<file path="src/rtl/counter_pkg.sv">
// Shared definitions for the counter sequencer slice.
//   ST_*    : response status codes driven on rsp_status
//   state_t : sequencer FSM state encoding
package counter_pkg;

  localparam logic [1:0] ST_OK      = 2'b00;
  localparam logic [1:0] ST_EARLY   = 2'b01;
  localparam logic [1:0] ST_TIMEOUT = 2'b10;

  typedef enum logic [1:0] {
    S_IDLE   = 2'd0,
    S_LOAD   = 2'd1,
    S_RUN    = 2'd2,
    S_REPORT = 2'd3
  } state_t;

endpackage

</file>
<file path="src/rtl/counter_model.sv">
// Shadow model of the up-counter: loads on i_load, increments (wrapping) on i_inc.
// Ports:
//   clock, reset : clock, async active-high reset
//   i_load       : load strobe (has priority over i_inc)
//   i_value      : value loaded on i_load
//   i_inc        : increment enable
//   o_at_tc      : model value equals terminal count 2**WIDTH-1
module counter_model #(
  parameter int WIDTH = 3
) (
  input  logic             clock,
  input  logic             reset,
  input  logic             i_load,
  input  logic [WIDTH-1:0] i_value,
  input  logic             i_inc,
  output logic             o_at_tc
);

  logic [WIDTH-1:0] r_value;

  always_ff @(posedge clock or posedge reset) begin
    if (reset)       r_value <= '0;
    else if (i_load) r_value <= i_value;
    else if (i_inc)  r_value <= r_value + 1'b1;
  end

  assign o_at_tc = (r_value == {WIDTH{1'b1}});

endmodule

</file>
<file path="src/rtl/counter_sequencer.sv">
// Initiator for the up-counter load/inc/done interface. Takes a start value on a
// valid/ready request, pulses cnt_load, holds cnt_inc until cnt_done (or timeout),
// then returns one status/cycle-count response.
// Ports:
//   clock, reset         : clock, async active-high reset
//   req_valid/req_ready  : request handshake, req_value = counter start value
//   cnt_load/cnt_in      : load strobe and load value to the counter
//   cnt_inc/cnt_done     : increment enable to, terminal-count flag from, the counter
//   rsp_valid/rsp_ready  : response handshake
//   rsp_status           : OK / EARLY / TIMEOUT
//   rsp_cycles           : RUN cycles elapsed before done or abort
//   busy                 : sequencer not idle
// All outputs are registered: next values are computed combinationally and
// captured alongside the state.
module counter_sequencer
  import counter_pkg::*;
#(
  parameter int WIDTH   = 3,
  parameter int TIMEOUT = 16,
  parameter int CW      = 5
) (
  input  logic             clock,
  input  logic             reset,
  input  logic             req_valid,
  output logic             req_ready,
  input  logic [WIDTH-1:0] req_value,
  output logic             cnt_load,
  output logic [WIDTH-1:0] cnt_in,
  output logic             cnt_inc,
  input  logic             cnt_done,
  output logic             rsp_valid,
  input  logic             rsp_ready,
  output logic [1:0]       rsp_status,
  output logic [CW-1:0]    rsp_cycles,
  output logic             busy
);

  localparam logic [CW-1:0] LAST_CYCLE = CW'(TIMEOUT - 1);

  state_t           r_state, w_state_nxt;
  logic             r_req_ready, w_req_ready_nxt;
  logic             r_cnt_load, w_cnt_load_nxt;
  logic [WIDTH-1:0] r_cnt_in, w_cnt_in_nxt;
  logic             r_cnt_inc, w_cnt_inc_nxt;
  logic             r_rsp_valid, w_rsp_valid_nxt;
  logic [1:0]       r_rsp_status, w_rsp_status_nxt;
  logic [CW-1:0]    r_rsp_cycles, w_rsp_cycles_nxt;
  logic [CW-1:0]    r_cycles, w_cycles_nxt;
  logic             r_busy;
  logic             w_at_tc;

  // Shadow tracks what the counter should hold: loaded while LOAD is presented,
  // advanced for every RUN cycle that did not end the run.
  counter_model #(.WIDTH(WIDTH)) u_model (
    .clock   (clock),
    .reset   (reset),
    .i_load  (r_state == S_LOAD),
    .i_value (r_cnt_in),
    .i_inc   ((r_state == S_RUN) && !cnt_done),
    .o_at_tc (w_at_tc)
  );

  always_ff @(posedge clock or posedge reset) begin
    if (reset) r_state <= S_IDLE;
    else       r_state <= w_state_nxt;
  end

  always_comb begin
    w_state_nxt      = r_state;
    w_req_ready_nxt  = 1'b0;
    w_cnt_load_nxt   = 1'b0;
    w_cnt_in_nxt     = r_cnt_in;
    w_cnt_inc_nxt    = 1'b0;
    w_rsp_valid_nxt  = r_rsp_valid;
    w_rsp_status_nxt = r_rsp_status;
    w_rsp_cycles_nxt = r_rsp_cycles;
    w_cycles_nxt     = r_cycles;
    case (r_state)
      S_IDLE: begin
        // req_ready is registered, so the first edge after reset only raises it.
        if (req_valid && r_req_ready) begin
          w_state_nxt    = S_LOAD;
          w_cnt_load_nxt = 1'b1;
          w_cnt_in_nxt   = req_value;
        end else begin
          w_req_ready_nxt = 1'b1;
        end
      end
      S_LOAD: begin
        w_state_nxt   = S_RUN;
        w_cnt_inc_nxt = 1'b1;
        w_cycles_nxt  = '0;
      end
      S_RUN: begin
        // Done takes priority over the timeout on the same cycle.
        if (cnt_done) begin
          w_state_nxt      = S_REPORT;
          w_rsp_valid_nxt  = 1'b1;
          w_rsp_status_nxt = w_at_tc ? ST_OK : ST_EARLY;
          w_rsp_cycles_nxt = r_cycles;
        end else if (r_cycles == LAST_CYCLE) begin
          w_state_nxt      = S_REPORT;
          w_rsp_valid_nxt  = 1'b1;
          w_rsp_status_nxt = ST_TIMEOUT;
          w_rsp_cycles_nxt = r_cycles;
        end else begin
          w_cnt_inc_nxt = 1'b1;
          w_cycles_nxt  = r_cycles + 1'b1;
        end
      end
      S_REPORT: begin
        if (rsp_ready) begin
          w_state_nxt     = S_IDLE;
          w_rsp_valid_nxt = 1'b0;
          w_req_ready_nxt = 1'b1;
        end
      end
      default: w_state_nxt = S_IDLE;
    endcase
  end

  always_ff @(posedge clock or posedge reset) begin
    if (reset) begin
      r_req_ready  <= 1'b0;
      r_cnt_load   <= 1'b0;
      r_cnt_in     <= '0;
      r_cnt_inc    <= 1'b0;
      r_rsp_valid  <= 1'b0;
      r_rsp_status <= '0;
      r_rsp_cycles <= '0;
      r_cycles     <= '0;
      r_busy       <= 1'b0;
    end else begin
      r_req_ready  <= w_req_ready_nxt;
      r_cnt_load   <= w_cnt_load_nxt;
      r_cnt_in     <= w_cnt_in_nxt;
      r_cnt_inc    <= w_cnt_inc_nxt;
      r_rsp_valid  <= w_rsp_valid_nxt;
      r_rsp_status <= w_rsp_status_nxt;
      r_rsp_cycles <= w_rsp_cycles_nxt;
      r_cycles     <= w_cycles_nxt;
      r_busy       <= (w_state_nxt != S_IDLE);
    end
  end

  assign req_ready  = r_req_ready;
  assign cnt_load   = r_cnt_load;
  assign cnt_in     = r_cnt_in;
  assign cnt_inc    = r_cnt_inc;
  assign rsp_valid  = r_rsp_valid;
  assign rsp_status = r_rsp_status;
  assign rsp_cycles = r_rsp_cycles;
  assign busy       = r_busy;

endmodule

</file>
<file path="config.mk">
export PLATFORM = sky130hd
export DESIGN_NAME = counter_sequencer
export DESIGN_NICKNAME = d
export VERILOG_FILES = /design/src/rtl/counter_pkg.sv /design/src/rtl/counter_model.sv /design/src/rtl/counter_sequencer.sv
export SDC_FILE = /design/constraint.sdc
export NUM_CORES = 1
export LEC_CHECK = 0
export BUFFER_PORTS_ARGS = -buffer_cell sky130_fd_sc_hd__buf_2
export CORE_MARGIN = 10
export CORE_UTILIZATION = 53
export CTS_CLUSTER_SIZE = 24
export DETAILED_ROUTE_END_ITERATION = 12
export PLACE_DENSITY_LB_ADDON = 0.12
export SYNTH_ARGS = -nofsm -noshare
export SYNTH_HDL_FRONTEND = slang
export SYNTH_SLANG_ARGS = --single-unit
</file>
<file path="constraint.sdc">
create_clock -name clock -period 2.3 [get_ports clock]
set_clock_uncertainty 0.15 [all_clocks]
set_input_delay 0.23 -clock clock [delete_from_list [all_inputs] [get_ports clock]]
set_output_delay 0.23 -clock clock [all_outputs]
set_load 0.02 [all_outputs]
</file>
Word level (Yosys, flattened, before mapping)
Cells that the tools add are included.
{"block": "totals", "inputBits": 8, "wordCells": 62, "regBits": 25, "output_inout_bits": 15}
{"block": "classes", "eq_ne": 9, "reduce_logical": 13, "n_mux": 27, "add_sub_neg": 2}
{"cell": "$mux 5", "count": 4}
{"cell": "$mux 2", "count": 6}
{"cell": "$mux 1", "count": 10}
{"cell": "$pmux 5 s2", "count": 1}
{"cell": "$reduce_bool 2->1", "count": 5}
{"cell": "$pmux 2 s4", "count": 1}
{"cell": "$mux 3", "count": 2}
{"cell": "$ne 2x2->1 const B", "count": 3}
{"cell": "$pmux 1 s2", "count": 3}
{"cell": "$reduce_and 3->1", "count": 2}
{"cell": "$add 5x1->5 const B", "count": 1}
{"cell": "$eq 5x4->1 const B", "count": 1}
{"cell": "$eq 2x2->1 const B", "count": 2}
{"cell": "$reduce_and 2->1", "count": 2}
{"cell": "$add 3x1->3 const B", "count": 1}
{"cell": "$eq 3x3->1 const B", "count": 1}
{"cell": "$ne 3x2->1 const B", "count": 1}
{"cell": "$eq 2x1->1 const B", "count": 1}
{"cell": "$logic_and 1x1->1", "count": 2}
{"cell": "$logic_not 2->1", "count": 1}
{"cell": "$logic_not 1->1", "count": 1}

Logic depth before layout (Yosys ltp)
Gate-level depths: netlist of run 1.
{"block": "depth", "ltp_word": 5, "depth_mapped": 6, "ltp_nobuf": 6}

Cells and area by module
Synthesis of run 1 repeated with hierarchy kept, for this count alone.
{"block": "unflattened", "hier_cells": 117, "area_unflattened_um2": 1194.9}
{"module": "counter_sequencer", "cells_per_inst": 102, "area_per_inst_um2": 1036.0, "n_inst": 1}
{"module": "counter_model", "cells_per_inst": 15, "area_per_inst_um2": 158.9, "n_inst": 1}

Worst setup path after synthesis of run 1
OpenSTA, ideal clock, no wires.
{"block": "synth_timing", "kind": "register -> register", "startpoint": "register r_cycles[0]", "endpoint": "register r_busy (netlist: busy)", "slack_ns": 0.444, "period_less_slack_ns": 1.856, "t_arrival_ns": 1.557, "setup_time_ns": 0.149, "required_ns": 2.001, "path_stages_with_launch": 7, "path_cell_list": "dfrtp_1 > ha_1 > and3_1 > ha_1 > o21a_4 > o221ai_2 > o2111ai_1"}
{"block": "synth_via", "elab_chain_cells": 5}
{"element": "from (decl)", "line_no": "counter_sequencer.sv:48", "rtl": "logic [CW-1:0] r_cycles, w_cycles_nxt;"}
{"element": "from (signal assigned)", "line_no": "counter_sequencer.sv:141", "rtl": "r_cycles <= w_cycles_nxt;"}
{"element": "$eq 5x4->1", "line_no": "counter_sequencer.sv:101", "rtl": "end else if (r_cycles == LAST_CYCLE) begin"}
{"element": "$mux 2", "line_no": "counter_sequencer.sv:101"}
{"element": "$mux 2", "line_no": "counter_sequencer.sv:96", "rtl": "if (cnt_done) begin"}
{"element": "$pmux 2 s4", "line_no": "counter_sequencer.sv:78", "rtl": "case (r_state)"}
{"element": "$reduce_bool 2->1", "line_no": "counter_sequencer.sv:142", "rtl": "r_busy <= (w_state_nxt != S_IDLE);"}
{"element": "to (signal assigned)", "line_no": "counter_sequencer.sv:142"}
{"element": "to (decl)", "line_no": "counter_sequencer.sv:49", "rtl": "logic r_busy;"}
No other way between the ends.
A chain may end at the register's enable or synchronous reset.

Worst setup path after layout of run 1
Same ends and word-level chain as after synthesis.

==> impl_metrics.csv, run 1 <==
group,metric,value,unit
global_route,grt_util_all_layers,11.6,%
global_route,gr-usage-met3,3.59,%
critical_path,cp.buffers_inverters,0,
pwr,p_int,0.000980,W
timing,period_share,86.5,%
global_route,antenna_found_initial,0,
place,dpl_cell_area,1370,um2
routing,route.detailed.drc,0,
run,maxCapViolations,0,
finish,flow.area_growth_from_synthesis,16.1,%
timing,max_freq,503,MHz
pwr,clock_power_share,11.0,%
timing,fin_tns_setup,0,ps
finish,post-route-cell-area,1440,um2
clock_network,tritoncts_clock_tree,"yes",
global_route,grt_start_max_net_pins,26,
place,dp.final_hpwl,1890,um
global_route,grt_use_met1,14.0,%
synthesis,synthTopCellsByArea,"sky130_fd_sc_hd__dfrtp_1, sky130_fd_sc_hd__ha_1, sky130_fd_sc_hd__nand2_1",
synthesis,postSynthAreaPerCell,10.3,um2
critical_path,path_cells,"ha_1, and3_1, ha_1, o21a_4, o221ai_2, o2111ai_1",
floorplan,die_y,68.3,um
timing,pins_over_their_slew_limit,0,
pwr,p_switching,0.000698,W
critical_path,critical_path.endpoint_type,"flip-flop",
global_route,grt_pass1_wl,4230,um
finish,final_antenna_diode_count,0,
routing,drt-wirelength-per-cell,13.7,um
critical_path,timing.critical_path.fanout_max,8,
floorplan,dieWidth,68.3,um
critical_path,timing.critical_path.mode_cell,"sky130_fd_sc_hd__ha_1",
synthesis,postSynthRegisterBits,25,
synthesis,mappedNetlistNets,137,
global_route,grt_use_met2,19.4,%
floorplan,fp.dieArea,4670,um2
critical_path,cpLargestDelayFamily,"compound AO/OA/AOI/OAI gates",
synthesis,post_synth_num_cell_types,32,
clock_network,clock_tree.buffer_depth,2,
clock_network,clock_latency,300,ps
timing,timing.final.hold_violations,0,
synthesis,synth_sequential_area_ratio,50.6,%
critical_path,critical-path-slowest-cell,"sky130_fd_sc_hd__dfrtp_1",
worst_hold_path,whs_path_cells,3,
timing,rsz0062_at_grt,"false",
synthesis,syn_inst,120,
worst_hold_path,holdCritPathClass,"in2reg",
routing,detail_route.wirelength,2410,um
floorplan,boundaryPins,23,
place,gp_routability_congestion,0.815,
clock_network,clk_root_buffer_cell,"sky130_fd_sc_hd__clkbuf_4",
pwr,power.share.sequential,43.9,%
critical_path,timing.setup.critical_path_class,"reg2reg",
clock_network,cts.sink_count,25,
critical_path,crit_required,2320,ps
timing,setup_violations,0,
clock_network,h_tree_lvls,1,
floorplan,core,2210,um2
floorplan,placement_rows,17,
pwr,power.density_cell_area,1170,nW/um2
finish,final_layout_size_suffix_gt1_share,23.6,%
clock_network,clkTransAtPathRegs,120,ps
synthesis,yosys_warnings,0,
critical_path,critical_path.startpoint_type,"flip-flop",
pwr,share_comb_of_total_power,45.1,%
critical_path,timing.critical_path.arrival,2010,ps
synthesis,syn_area,1240,um2
status,outcome,"finished, final reports clean",
routing,drt-initial-drc-count,51,
critical_path,worstRegToRegCells,6,
pwr,power.ir.vdd_worst,0.729,mV
clock_network,cts_setup_buffers,0,
routing,routed_via_density,5.23,
routing,detailedRoute.firstPassIterationCount,4,
synthesis,synth_largest_area_cell,"sky130_fd_sc_hd__dfrtp_1",
critical_path,worstSetupPathDepth,6,
pwr,power_leakage,0.730,nW
global_route,grt_busiest_layer,"met2",
timing,finalWorstPathRequiredPeriod,1990,ps
floorplan,floorplan.initialDensity,55.9,%
routing,detailroute.via_count,920,
place,placement.io_buffers,22,
synthesis,synth_largest_type_area_fraction,50.6,%
timing,timing.slew.headroom,68.9,%
global_route,grt_overflow_total,0,
finish,num-nets-final,166,
global_route,first_global_vias,968,
clock_network,cts_buffers,3,
timing,worst_slew_pin_slew,466,ps
critical_path,critical_path.max_stage_delay,440,ps
pwr,swShare,41.6,%
routing,remaining_antenna_violation_count,0,
layout by cell type, fill, tap and decap left out, types with 3 or more instances in the layout:
master	n
sky130_fd_sc_hd__dfrtp_1	25
sky130_fd_sc_hd__a21oi_1	5
sky130_fd_sc_hd__mux2_2	3
sky130_fd_sc_hd__nand3_1	4
sky130_fd_sc_hd__a31oi_1	4
sky130_fd_sc_hd__ha_1	9
sky130_fd_sc_hd__o21ai_0	10
sky130_fd_sc_hd__inv_1	7
sky130_fd_sc_hd__nand2_1	24
sky130_fd_sc_hd__dlygate4sd3_1	4
sky130_fd_sc_hd__buf_2	22
sky130_fd_sc_hd__clkbuf_4	3
layer usage:
metal | share of wire (%) | vias up
li1 | - | 470
met1 | 45 | 431
met2 | 48 | 17
met3 | 6.3 | 2
met4 | 0.71 | 0
met5 | 0 | -
path summary, 6_finish.rpt:
path | start | end | slack [ps]
min in group asynchronous | reset | u_model.r_value[2] | 360
max reg2reg | r_cycles[0] | busy | 310
min | rsp_ready | req_ready | 70
max in group asynchronous | reset | rsp_valid | 1410
min reg2reg | rsp_cycles[3] | rsp_cycles[3] | 330
max | r_cycles[0] | busy | 310
power groups by stage:
| stage | clock [W] | sequential [W] | combinational (W) |
|---|---|---|---|
| 2_1_floorplan | 0 | 0.000857 | 0.000415 |
| 3_3_place_gp | 0 | 0.000734 | 0.000738 |
| 3_5_place_dp | 0 | 0.000747 | 0.000765 |
| 5_1_grt | 0.000219 | 0.000767 | 0.000856 |
| 6_report | 0.000185 | 0.000736 | 0.000757 |
| 4_1_cts | 0.000196 | 0.000738 | 0.000773 |
cell families after synthesis:
| kind of cell | share of synthesized area, % |
|---|---|
| mux | 4.35 |
| buf+inv | 4.35 |
| simple gates | 15.3 |
| xor+xnor | 0.708 |
| flops | 50.6 |
| compound gates | 15.7 |
| fa+ha+maj | 9.10 |
Yosys cell counts:
master and number:
sky130_fd_sc_hd__dfrtp_1 25, sky130_fd_sc_hd__nand2_1 24, sky130_fd_sc_hd__o21ai_0 10, sky130_fd_sc_hd__ha_1 9, sky130_fd_sc_hd__inv_1 7, sky130_fd_sc_hd__a21oi_1 5
sky130_fd_sc_hd__a31oi_1 4, sky130_fd_sc_hd__nand3_1 4, sky130_fd_sc_hd__mux2_2 3, sky130_fd_sc_hd__and3_1 2, sky130_fd_sc_hd__mux2i_1 2, sky130_fd_sc_hd__nor2_1 2
sky130_fd_sc_hd__nor2b_1 2, sky130_fd_sc_hd__o21ai_1 2, sky130_fd_sc_hd__or2_1 2, sky130_fd_sc_hd__a21o_1 1, sky130_fd_sc_hd__a22o_1 1, sky130_fd_sc_hd__buf_2 1
sky130_fd_sc_hd__buf_4 1, sky130_fd_sc_hd__buf_6 1, sky130_fd_sc_hd__clkbuf_1 1, sky130_fd_sc_hd__nor2_2 1, sky130_fd_sc_hd__nor2b_4 1, sky130_fd_sc_hd__nor3_1 1
sky130_fd_sc_hd__o2111ai_1 1, sky130_fd_sc_hd__o211ai_2 1, sky130_fd_sc_hd__o21a_4 1, sky130_fd_sc_hd__o221ai_2 1, sky130_fd_sc_hd__o311ai_1 1, sky130_fd_sc_hd__o31ai_1 1
sky130_fd_sc_hd__or3b_1 1, sky130_fd_sc_hd__xnor2_1 1
worst min-delay path: cells and delay by family:
family | cells | cell delay (ps)
and+or+nand+nor | 1 | 90
buffers and inverters | 1 | 110
AOI/OAI and AO/OA | 1 | 70
state kept, by name (all words and copies together) (netlist names), 2 cells and up:
signal           flops
cnt_in               3
rsp_cycles           5
r_state              2
u_model.r_value      3
r_cycles             5
rsp_status           2
repair_timing:
action / 4_1_cts / 5_1_grt
hold buffers: 4 / 0
gates resized for setup: 0 / 0
hold endpoints to repair: 28 / 0
cell type report:
| cell class | count | area [um2] |
|---|---|---|
| repair buffers | 28 | 165 |
| well taps | 28 | 35.0 |
| fillers | 192 | 776 |
| inverters | 7 | 26.3 |
| clock buffers | 4 | 26.3 |
| flip-flops and latches | 25 | 626 |
| multi-input cells | 84 | 558 |
metrics by stage:
step,utilization (%),total power (W),hold WS [ps],cells,worst slack (ps)
floorplan,-,0.00127,107,120,444
global placement,61.9,0.00147,139,168,385
detailed placement,61.9,0.00151,152,168,323
CTS,64.9,0.00171,48.0,176,304
global route,64.9,0.00184,39.3,176,155
finish,64.9,0.00168,66.2,176,311
(Power assumes the default switching activity.)
==> inputs of run 2 (changes only) <==
Settings changed: MAX_ROUTING_LAYER from default to met4.
==> impl_metrics.csv, run 2 (synthesized netlist as in run 1, its figures left out) <==
group,metric,value,unit
status,outcome,"finished, final reports clean",
worst_hold_path,whs_endpoint,"req_ready",
clock_network,clkTransAtPathRegs,120,ps
critical_path,critical_path.startpoint_type,"flip-flop",
critical_path,timing.critical_path.arrival,2020,ps
timing,rsz0062_at_grt,"false",
place,dp.final_hpwl,1890,um
clock_network,clk_root_buffer_cell,"sky130_fd_sc_hd__clkbuf_4",
worst_hold_path,holdCritPathClass,"in2reg",
critical_path,worstRegToRegCells,6,
pwr,power.ir.vdd_worst,0.730,mV
timing,worst_slew_pin_slew,462,ps
timing,timing.slew.headroom,69.2,%
global_route,grt_util_all_layers,12.0,%
routing,route.detailed.drc,0,
global_route,grt_overflow_total,0,
finish,multi_input_area,558,um2
global_route,grt_busiest_layer,"met2",
timing,finalWorstPathRequiredPeriod,1990,ps
clock_network,cts_setup_buffers,0,
routing,detailroute.via_count,924,
critical_path,critical_path.endpoint_type,"flip-flop",
pwr,power.density_cell_area,1170,nW/um2
floorplan,dieWidth,68.3,um
critical_path,crit_required,2320,ps
routing,remaining_antenna_violation_count,0,
routing,routed_via_density,5.25,
timing,setup_violations,0,
finish,flow.area_growth_from_synthesis,16.1,%
finish,final_antenna_diode_count,0,
global_route,grt_pass1_wl,4220,um
place,gp_routability_congestion,0.827,
routing,detailedRoute.firstPassIterationCount,4,
critical_path,reg2reg_to,"busy",
global_route,first_global_vias,971,
routing,detail_route.wirelength,2420,um
timing,timing.final.hold_violations,0,
floorplan,die_y,68.3,um
clock_network,cts_buffers,3,
floorplan,core,2210,um2
critical_path,timing.critical_path.fanout_max,8,
global_route,grt_use_met2,19.4,%
clock_network,tritoncts_clock_tree,"yes",
clock_network,post_cts_resize_count,0,
finish,final_cell_count_no_fill,176,
place,place_inst,168,
clock_network,cts_hold_buffers,4,
routing,drt-initial-drc-count,56,
critical_path,worst_reg2reg_setup_slack,310,ps
timing,max_freq,502,MHz
timing,fin_tns_setup,0,ps
floorplan,floorplan.initialDensity,55.9,%
routing,drt-wirelength-per-cell,13.8,um
global_route,grt_start_max_net_pins,26,
finish,mostFrequentLayoutCells,"sky130_fd_sc_hd__dfrtp_1, sky130_fd_sc_hd__nand2_1, sky130_fd_sc_hd__buf_2, sky130_fd_sc_hd__o21ai_0, sky130_fd_sc_hd__ha_1",
finish,num-nets-final,166,
global_route,gr-usage-met3,2.77,%
timing,pins_over_their_slew_limit,0,
critical_path,setup.worst_path.start,"r_cycles[0]",
run,maxCapViolations,0,
pwr,power_leakage,0.730,nW
place,placement.io_buffers,22,
clock_network,clock_tree.buffer_depth,2,
finish,final_common_cell,"sky130_fd_sc_hd__dfrtp_1",
finish,area.sequential,626,um2
critical_path,timing.setup.critical_path_class,"reg2reg",
global_route,grt_use_met1,14.5,%
floorplan,boundaryPins,23,
clock_network,clock_latency,300,ps
finish,final_layout_size_suffix_gt1_share,23.6,%
pwr,finalPower,0.00168,W
global_route,antenna_found_initial,0,
finish,layout.filler_cells,192,
floorplan,placement_rows,17,
worst_hold_path,whs_path_cells,3,
timing,period_share,86.6,%
worst_hold_path,holdCritStartpoint,"rsp_ready",
critical_path,crit-reg2reg-launch,"r_cycles[0]",
clock_network,h_tree_lvls,1,
floorplan,fp.dieArea,4670,um2
clock_network,cts.sink_count,25,
## run 2: area by class of cell
class / instances / share of cell area [%]
Clock buffer: 4 / 1.83
Inverter: 7 / 1.83
Multi-Input combinational cell: 84 / 38.9
Sequential cell: 25 / 43.6
Tap cell: 28 / 2.44
Timing Repair Buffer: 28 / 11.5
## run 2: how the worst max path moves through the flow
stage,cells after the start,to,slack [ps]
6_report,6,busy,310
5_1_grt,6,rsp_cycles[4],160
4_1_cts,6,busy,300
3_5_place_dp,6,busy,320
3_3_place_gp,6,busy,390
2_1_floorplan,6,busy,440
## run 2: report_power, final
group	switching, W	internal [W]
sequential	0.000125	0.000612
combinational	0.000456	0.000301
clock	0.000117	0.0000675
## run 2: worst max-delay path, stage by stage (launching register included)
cell                        delay, ps
sky130_fd_sc_hd__dfrtp_1          440
sky130_fd_sc_hd__ha_1             240
sky130_fd_sc_hd__and3_1           190
sky130_fd_sc_hd__ha_1             270
sky130_fd_sc_hd__o21a_4           260
sky130_fd_sc_hd__o221ai_2         180
sky130_fd_sc_hd__o2111ai_1        140
## run 2: metal layers
| layer | up-vias | routed length [um] |
|---|---|---|
| li1 | 468 | - |
| met1 | 437 | 1140 |
| met2 | 17 | 1150 |
| met3 | 2 | 118 |
| met4 | 0 | 16 |
| met5 | - | 0 |
## run 2: per-stage QoR
| step | utilization [%] | hold WS [ps] | worst slack [ps] | cell area [um2] |
|---|---|---|---|---|
| after floorplan | - | 107 | 444 | 1240 |
| after global placement | 61.9 | 139 | 385 | 1370 |
| after detailed placement | 61.9 | 152 | 323 | 1370 |
| after CTS | 64.9 | 48.0 | 304 | 1440 |
| after global routing | 64.9 | 39.4 | 155 | 1440 |
| final | 64.9 | 67.7 | 308 | 1440 |
==> inputs of run 3 (changes only) <==
Settings changed: CORE_MARGIN 10 to 4.
==> impl_metrics.csv, run 3 (synthesized netlist as in run 1, its figures left out) <==
group,metric,value,unit
pwr,finalPower,0.00167,W
clock_network,cts_setup_buffers,0,
pwr,power.share.sequential,43.8,%
floorplan,boundaryPins,23,
timing,pins_over_their_slew_limit,0,
clock_network,clk_root_buffer_cell,"sky130_fd_sc_hd__clkbuf_4",
global_route,grt_overflow_total,0,
clock_network,tritoncts_clock_tree,"yes",
critical_path,critical_path.max_stage_delay,450,ps
pwr,power.density_cell_area,1160,nW/um2
pwr,p_switching,0.000697,W
place,post-place-ws,336,ps
timing,rsz0062_at_grt,"false",
timing,setup_slack,317,ps
timing,timing.hold.ws,42.4,ps
finish,layout.filler_cells,187,
floorplan,die_y,56.3,um
finish,final_common_cell,"sky130_fd_sc_hd__dfrtp_1",
clock_network,clkTransAtPathRegs,140,ps
critical_path,critical_path.startpoint_type,"flip-flop",
place,gp_routability_congestion,0.855,
critical_path,timing.critical_path.mode_cell,"sky130_fd_sc_hd__ha_1",
floorplan,fp.dieArea,3170,um2
status,outcome,"finished, final reports clean",
clock_network,post_cts_resize_count,0,
timing,finalWorstPathRequiredPeriod,1980,ps
timing,fin_tns_setup,0,ps
worst_hold_path,holdCritPathClass,"in2reg",
critical_path,timing.critical_path.arrival,2010,ps
global_route,grt_pass1_wl,4330,um
floorplan,dieWidth,56.3,um
floorplan,floorplan.initialDensity,55.9,%
place,placement.io_buffers,22,
clock_network,cts_buffers,3,
clock_network,clock_tree.buffer_depth,2,
global_route,grt_start_max_net_pins,26,
pwr,p_int,0.000976,W
routing,detail_route.wirelength,2220,um
critical_path,path_cells,"ha_1, and3_1, ha_1, o21a_4, o221ai_2, o2111ai_1",
critical_path,critical_path.endpoint_type,"flip-flop",
routing,drt-wirelength-per-cell,12.6,um
routing,routed_via_density,5.20,
clock_network,cts.sink_count,25,
routing,detailedRoute.firstPassIterationCount,4,
pwr,share_comb_of_total_power,44.4,%
routing,drt-initial-drc-count,13,
global_route,first_global_vias,1031,
floorplan,placement_rows,17,
timing,worst_slew_pin_slew,421,ps
routing,remaining_antenna_violation_count,0,
timing,setup_violations,0,
global_route,antenna_found_initial,0,
floorplan,core,2210,um2
critical_path,crit_required,2330,ps
finish,mostFrequentLayoutCells,"sky130_fd_sc_hd__dfrtp_1, sky130_fd_sc_hd__nand2_1, sky130_fd_sc_hd__buf_2, sky130_fd_sc_hd__o21ai_0, sky130_fd_sc_hd__ha_1",
timing,timing.slew.headroom,71.7,%
finish,flow.area_growth_from_synthesis,16.4,%
finish,final_layout_size_suffix_gt1_share,24.3,%
timing,timing.final.hold_violations,0,
pwr,power_leakage,0.729,nW
timing,max_freq,504,MHz
routing,route.detailed.drc,0,
timing,period_share,86.2,%
clock_network,clock_latency,310,ps
place,dp.final_hpwl,1680,um
pwr,swShare,41.7,%
run,maxCapViolations,0,
finish,num-nets-final,166,
critical_path,timing.setup.critical_path_class,"reg2reg",
global_route,grt_util_all_layers,17.2,%
clock_network,h_tree_lvls,1,
routing,detailroute.via_count,915,
critical_path,timing.critical_path.fanout_max,8,
critical_path,critical-path-slowest-cell,"sky130_fd_sc_hd__dfrtp_1",
pwr,power.ir.vdd_worst,0.697,mV
finish,final_antenna_diode_count,0,
pwr,clock_power_share,11.8,%
[run 3: cell types whose count changed in the layout (fill, tap and decap cells not counted)]
cell                         change
sky130_fd_sc_hd__clkbuf_1        -1
sky130_fd_sc_hd__clkinvlp_4      +1
[run 3: final timing paths]
path	slack, ps	from	end	cells after the start
worst max-delay path	320	r_cycles[0]	busy	6
worst min-delay path	40	rsp_ready	req_ready	3
worst max register to register	320	r_cycles[0]	busy	6
worst min register to register	350	rsp_status[0]	rsp_status[0]	2
max in group asynchronous	1430	reset	r_cycles[0]	4
min in group asynchronous	330	reset	rsp_cycles[4]	4
[run 3: worst max-delay path, delay by kind of cell (launching register included)]
kind / cells / cell delay, ps
adders and majority gates: 2 / 500
AOI/OAI and AO/OA: 3 / 570
and+or+nand+nor: 1 / 190
DFF: 1 / 450
[run 3: area by class of cell]
cell class	instances	area, um2	share of cell area [%]
clock inverter	1	7.51	0.521
multi-input combinational	84	558	38.7
timing repair buffer	28	165	11.5
inverter	7	26.3	1.82
sequential	25	626	43.4
clock buffer	3	22.5	1.56
tap	28	35.0	2.43
[run 3: timing repair]
item,CTS,global route
hold endpoints to repair,28,0
setup endpoints to repair,0,0
hold buffers,4,0
[run 3: power by group through the flow]
stage / registers (W) / logic, W / clock network [W]
after global routing: 0.000759 / 0.000852 / 0.000227
final: 0.000733 / 0.000743 / 0.000197
after global placement: 0.000737 / 0.000734 / 0
after detailed placement: 0.000745 / 0.000750 / 0
after CTS: 0.000735 / 0.000756 / 0.000205
after floorplan: 0.000857 / 0.000415 / 0
[run 3: routing by layer]
metal | global-route usage, % | wire, um
met5 | - | 0
met4 | 3.73 | 18
met3 | 3.22 | 114
met2 | 30.6 | 1070
met1 | 20.3 | 1020
[run 3: per-stage QoR]
stage | util (%) | cell area (um2) | instances
after floorplan | - | 1240 | 120
after global placement | 61.9 | 1370 | 168
after detailed placement | 61.9 | 1370 | 168
after CTS | 65.1 | 1440 | 176
after global routing | 65.1 | 1440 | 176
final | 65.1 | 1440 | 176
